`src/rtl/pc_sequencer_if.sv`:
```
// Bundles the run-control handshake, branch inputs, jump-table write port
// and the sequencer's registered outputs.
//
// Handshake: start is a one-cycle request pulse accepted in IDLE or DONE.
// run acknowledges it on the next cycle and stays high while instructions
// execute. done rises the cycle after a halt and holds until the next start.
// state is a debug view of the sequencer FSM (0=IDLE, 1=RUN, 2=DONE).
interface pc_sequencer_if #(
    parameter int PC_W   = 10,
    parameter int LUT_AW = 4,
    parameter int CNT_W  = 16
);
    logic              start;
    logic              halt;
    logic              branch;
    logic              taken;
    logic [LUT_AW-1:0] lut_sel;
    logic              lut_we;
    logic [LUT_AW-1:0] lut_waddr;
    logic [PC_W-1:0]   lut_wdata;
    logic [PC_W-1:0]   pc;
    logic              run;
    logic              done;
    logic [CNT_W-1:0]  icount;
    logic [1:0]        state;

    modport master (
        output start, halt, branch, taken, lut_sel, lut_we, lut_waddr, lut_wdata,
        input  pc, run, done, icount, state
    );

    modport slave (
        input  start, halt, branch, taken, lut_sel, lut_we, lut_waddr, lut_wdata,
        output pc, run, done, icount, state
    );
endinterface

```
`src/rtl/pc_sequencer.sv`:
```
// Program counter and run control for the single-cycle core. Advances pc
// each cycle, redirects through a writable jump table on taken branches,
// and tracks start/halt with an instruction counter.
module pc_sequencer #(
    parameter int PC_W   = 10,
    parameter int LUT_AW = 4,
    parameter int CNT_W  = 16
) (
    input  logic         clk,
    input  logic         reset,
    pc_sequencer_if.slave bus
);
    typedef enum logic [1:0] {
        IDLE = 2'd0,
        RUN  = 2'd1,
        DONE = 2'd2
    } state_t;

    localparam int LUT_N = 2 ** LUT_AW;

    state_t          state;
    logic [PC_W-1:0] lut [LUT_N];

    assign bus.state = state;

    // Jump table: cleared on reset; a write lands at the edge, so a branch in
    // the same cycle still sees the old entry.
    always_ff @(posedge clk) begin
        if (reset) begin
            for (int i = 0; i < LUT_N; i++) begin
                lut[i] <= '0;
            end
        end else if (bus.lut_we) begin
            lut[bus.lut_waddr] <= bus.lut_wdata;
        end
    end

    // Run-control FSM with registered pc, run, done and icount.
    always_ff @(posedge clk) begin
        if (reset) begin
            state      <= IDLE;
            bus.pc     <= '0;
            bus.icount <= '0;
            bus.run    <= 1'b0;
            bus.done   <= 1'b0;
        end else begin
            case (state)
                IDLE: begin
                    bus.pc <= '0;
                    if (bus.start) begin
                        state      <= RUN;
                        bus.icount <= '0;
                        bus.run    <= 1'b1;
                        bus.done   <= 1'b0;
                    end
                end
                RUN: begin
                    // Every RUN cycle executes one instruction, halt included.
                    if (bus.icount != {CNT_W{1'b1}}) begin
                        bus.icount <= bus.icount + CNT_W'(1);
                    end
                    if (bus.halt) begin
                        state    <= DONE;
                        bus.run  <= 1'b0;
                        bus.done <= 1'b1;
                    end else if (bus.branch && bus.taken) begin
                        bus.pc <= lut[bus.lut_sel];
                    end else begin
                        bus.pc <= bus.pc + PC_W'(1);
                    end
                end
                DONE: begin
                    if (bus.start) begin
                        state      <= RUN;
                        bus.pc     <= '0;
                        bus.icount <= '0;
                        bus.run    <= 1'b1;
                        bus.done   <= 1'b0;
                    end
                end
                default: begin
                    state    <= IDLE;
                    bus.pc   <= '0;
                    bus.run  <= 1'b0;
                    bus.done <= 1'b0;
                end
            endcase
        end
    end
endmodule

```
`src/flat_wrapper.sv`:
```
// flat-port wrapper written by rule: the top's interface ports become plain ports
module pc_sequencer_flat 
#(
    parameter int PC_W   = 10,
    parameter int LUT_AW = 4,
    parameter int CNT_W  = 16
)
  (clk, reset, bus_start, bus_halt, bus_branch, bus_taken, bus_lut_sel, bus_lut_we, bus_lut_waddr, bus_lut_wdata, bus_pc, bus_run, bus_done, bus_icount, bus_state);
  pc_sequencer_if #(.PC_W(PC_W), .LUT_AW(LUT_AW), .CNT_W(CNT_W)) bus_i ();
  input  logic clk;
  input  logic reset;
  input wire logic [$bits(bus_i.start)-1:0] bus_start;
  input wire logic [$bits(bus_i.halt)-1:0] bus_halt;
  input wire logic [$bits(bus_i.branch)-1:0] bus_branch;
  input wire logic [$bits(bus_i.taken)-1:0] bus_taken;
  input wire logic [$bits(bus_i.lut_sel)-1:0] bus_lut_sel;
  input wire logic [$bits(bus_i.lut_we)-1:0] bus_lut_we;
  input wire logic [$bits(bus_i.lut_waddr)-1:0] bus_lut_waddr;
  input wire logic [$bits(bus_i.lut_wdata)-1:0] bus_lut_wdata;
  output wire logic [$bits(bus_i.pc)-1:0] bus_pc;
  output wire logic [$bits(bus_i.run)-1:0] bus_run;
  output wire logic [$bits(bus_i.done)-1:0] bus_done;
  output wire logic [$bits(bus_i.icount)-1:0] bus_icount;
  output wire logic [$bits(bus_i.state)-1:0] bus_state;
  assign bus_i.start = bus_start;
  assign bus_i.halt = bus_halt;
  assign bus_i.branch = bus_branch;
  assign bus_i.taken = bus_taken;
  assign bus_i.lut_sel = bus_lut_sel;
  assign bus_i.lut_we = bus_lut_we;
  assign bus_i.lut_waddr = bus_lut_waddr;
  assign bus_i.lut_wdata = bus_lut_wdata;
  assign bus_pc = bus_i.pc;
  assign bus_run = bus_i.run;
  assign bus_done = bus_i.done;
  assign bus_icount = bus_i.icount;
  assign bus_state = bus_i.state;
  pc_sequencer #(.PC_W(PC_W), .LUT_AW(LUT_AW), .CNT_W(CNT_W)) u_core (.clk(clk), .reset(reset), .bus(bus_i));
endmodule
```
`config.mk`:
```
export PLATFORM = sky130hd
export DESIGN_NAME = pc_sequencer_flat
export DESIGN_NICKNAME = d
export VERILOG_FILES = /design/src/rtl/pc_sequencer_if.sv /design/src/rtl/pc_sequencer.sv /design/src/flat_wrapper.sv
export SDC_FILE = /design/constraint.sdc
export NUM_CORES = 1
export LEC_CHECK = 0
export CAP_MARGIN = 10
export CORE_ASPECT_RATIO = 1.5
export CORE_MARGIN = 2
export CORE_UTILIZATION = 44
export DETAILED_ROUTE_END_ITERATION = 10
export SLEW_MARGIN = 20
export SYNTH_ARGS = -nofsm -noshare
export SYNTH_HDL_FRONTEND = slang
export SYNTH_SLANG_ARGS = --single-unit
export TNS_END_PERCENT = 1
```
`constraint.sdc`:
```
create_clock -name clk -period 5.3 [get_ports clk]
set_input_delay 0.53 -clock clk [delete_from_list [all_inputs] [get_ports clk]]
set_output_delay 0.53 -clock clk [all_outputs]
set_load 0.01 [all_outputs]
```
Word level (Yosys, flattened, before mapping) --
Memories as Yosys holds them, arrays and structs flattened. Index checks and enable logic that the tools add are counted.
Operators by class: add/sub/neg operators 2, eq/ne operators 8, mux-type cells 24, reduce and logical (&&, ||, !) cells 8
Operators by type and width (number):
- $mux 10 | 4
- $mux 16 | 2
- $pmux 16 s2 | 1
- $pmux 10 s2 | 1
- $add 16x1->16 const B | 1
- $ne 16x16->1 const B | 1
- $add 10x1->10 const B | 1
- $mux 1 | 10
- $reduce_or 10->1 | 1
- $ne 2x2->1 const B | 3
- $mux 2 | 2
- $mux 4 | 1
- $ne 2x1->1 const B | 2
- $pmux 1 s2 | 2
- $pmux 2 s2 | 1
- $reduce_and 2->1 | 2
- $reduce_and 3->1 | 1
- $eq 2x1->1 const B | 1
- $eq 2x2->1 const B | 1
- $logic_not 2->1 | 1
- $reduce_bool 2->1 | 1
- $reduce_or 2->1 | 1
- $logic_and 1x1->1 | 1
Word-level totals: bits in registers 30, bits in writable memories 160, input port bits 25, logic and storage cells 48, memories kept 1
Memory list:
- u_core.lut | words 16, width 10, rd ports 1, clocked after memory_dff 0, write ports 16, line pc_sequencer.sv:22 | logic [PC_W-1:0] lut [LUT_N];

Depth between registers and ports, before layout --
depth in word-level cells 5, depth in mapped cells 7, mapped depth without buffers 6

Worst setup path before layout --
No wires, ideal clock.
kind input to register, from in reset, to mem u_core.lut[12][0], enable pin, data arrival time 1896 ps, required time 4909 ps, path slack 3014 ps, stages on the path 4, cell sequence nand2b_1 > or3_1 > clkbuf_1 > o21ai_0
RTL lines:
- start: declaration | line flat_wrapper.sv:11 | input logic reset;
- end: declaration | line pc_sequencer.sv:22

==> results.toml <==
[synthesis]
muxShareOfSynthArea_pct = 11.2
async_flop_share_pct = 0
ys_warn_count = 0
synth-simple-area-share_pct = 18.9
synth-seq-area-share_pct = 60.9
synth_compound_area_share_pct = 5.32
synth_top_flop_cell = "edfxtp_1"
synthAdderAreaFrac_pct = 0.282
syn_nets = 682
synth_area_um2 = 8870
synth_top_family_by_area = "simple AND/OR/NAND/NOR gates"
synth_edf_count = 160
synth_xor_area_share_pct = 1.48
syn_area_per_cell_um2 = 13.5
synthCells = 655
ys_seq_elements = 190
ys_types = 58

[drt]
drtAntennaViolNets = 0
wl_per_cell_um = 21.9
drtIter0Drc = 461
drc = 0
vias = 5454
wirelength_um = 21500
avgViaCountPerCell = 5.55
first_pass_iters = 5

[worst_setup_path]
endpoint_kind = "register"
r2r_cells = 4
r2r-end = "u_core.bus.pc[0]"
rrSetupSlack_ns = 3.31
crit_type = "in -> reg"
rr_startpoint = "u_core.bus.state[0]"
critPathMaxFanout = 12
start_kind = "input port"
arrival_ns = 2.98
crit_required_ns = 5.42

[sta]
finalHoldViolations = 0
maxSlewViolCount = 0
worst_slack_ns = 2.44
setup_viol = 0
min_period_ns = 2.86
rsz0062_at_grt = "false"
tns_ns = 0
tightest_slew_ns = 0.899
finalClockSkew_ns = 0.0120
maxSlewHeadroom_pct = 39.6
max_freq_ghz = 0.349
period_share_pct = 54.0

[die]
rows = 63
dieArea_um2 = 21300
coreArea_um2 = 19800
die-width_um = 120
fp.dieH_um = 178
initial_core_util_pct = 44.8
pin_count = 55

[global_route]
grt_pass1_vias = 5551
grt_pass1_wl_um = 32700
antenna_found_initial = 0
overflow = 0
grt_use_total_pct = 21.1
grt_max_degree = 23

[cts]
cts_resized = 0
cts_hold_buf = 0
cts_buffers = 17
cts_sinks = 190
cts_setup_buffers = 0
cts_tree = "yes"
clockRootBuffer = "clkbuf_16"
htree_levels = 4
insertion_delay_ns = 0.43
clk_pin_slew_ns = 0.08
clock_path_buffers = 2

[min_path]
min_to = "u_core.bus.run"
hold_depth = 2
hold_start = "u_core.bus.run"
hold_class = "reg -> reg"

[finish]
layout_commonest_cell = "and2_1"
n_fill_cell = 1668
instances_no_fill = 982
antenna_cells = 0
most-common-layout-cells = "and2_1 (161), edfxtp_1 (160), clkdlybuf4s50_1 (52)"
fin_nets = 736
area_growth_pct = 15.8
drive_gt1_share_pct = 14.4

[place]
dp.cells = 950
place_ws_ns = 2.02
io_buffers = 54
hpwl_um = 15300
place_congestion = 0.829

[status]
outcome = "finished, final reports clean"

[power_and_ir_drop]
ir_worst_vdd_uv = 252
power-per-cell-area_nw_per_um2 = 318
leakagePower_nw = 3.50

[run]
cap_violations = 0
==> metrics by stage <==
| stage | utilization, % | area, µm² | power [mW] | hold slack, ns |
|---|---|---|---|---|
| final | 51.9 | 10300 | 3.27 | 0.517 |
| after global routing | 51.9 | 10300 | 3.37 | 0.574 |
| after CTS | 51.9 | 10300 | 3.29 | 0.518 |
| after detailed placement | 49.0 | 9690 | 2.05 | 0.500 |
| after global placement | 49.0 | 9690 | 2.04 | 0.485 |
| after floorplan | - | 8870 | 1.92 | 0.522 |
==> critical path, stage by stage <==
cell and delay, ns:
clkdlybuf4s50_1 0.70, nand2b_1 0.30, or3_1 0.42, nor3_1 0.63, or2_2 0.39
==> report_power, final <==
group          switching, mW  internal (mW)
sequential            0.0377           1.70
combinational          0.157          0.124
clock                  0.580          0.667
==> kinds of logic (layout without fill, tap and decap cells) <==
kind of cell,count (synthesis),count (layout)
mux,49,49
buf+inv,41,108
compound gates,70,70
fa+ha+maj,2,2
flops,190,190
xor+xnor,15,15
simple gates,288,288
==> registers in the layout, indices dropped and copies added, names as in the netlist <==
name	cells
u_core.bus.state	2
u_core.lut	160
u_core.bus.done	1
u_core.bus.pc	10
u_core.bus.run	1
u_core.bus.icount	16
==> Yosys cell counts (4+ instances only) <==
cell	n	area share, %
and2_1	161	11
edfxtp_1	160	54
nor2_1	44	1.9
mux4_2	40	10
dfxtp_1	30	6.8
o21ai_0	26	1.5
nand2_1	25	1.1
clkbuf_1	20	0.85
a21oi_1	12	0.68
nand3_1	11	0.62
xnor2_1	11	1.1
buf_2	10	0.56
mux2i_1	9	1.0
nor3_1	9	0.51
inv_1	7	0.30
o211ai_1	6	0.51
a221oi_1	4	0.39
nand4_1	4	0.28
or2_2	4	0.28
or3_1	4	0.28
xor2_1	4	0.39
==> worst max-delay path by stage <==
stage,depth (start not counted),slack [ns],end,start
final,5,2.44,u_core.lut[0][3],reset
after detailed placement,5,2.02,u_core.lut[0][4],reset
after global routing,5,2.21,u_core.lut[0][3],reset
after floorplan,4,3.01,u_core.lut[12][0],reset
after global placement,5,2.21,u_core.lut[0][0],reset
after CTS,5,2.47,u_core.lut[0][3],reset
==> area by class of cell <==
cell class                 instances  area, µm²  share of cell area, %
clock buffer                      20        479                   4.67
clock inverter                    12       95.1                  0.926
inverter                           7       26.3                  0.256
multi-input combinational        424       3290                   32.1
sequential                       190       5410                   52.6
tap                              260        325                   3.17
timing repair buffer              69        643                   6.26
==> routing by layer <==
layer | vias up | part of all wire [%] | track usage, %
li1 | 2519 | - | -
met1 | 2740 | 39 | 25.0
met2 | 160 | 53 | 37.0
met3 | 35 | 4.2 | 3.34
met4 | 0 | 3.6 | 10.8
met5 | - | 0 | 0
(Power assumes the default switching activity.)
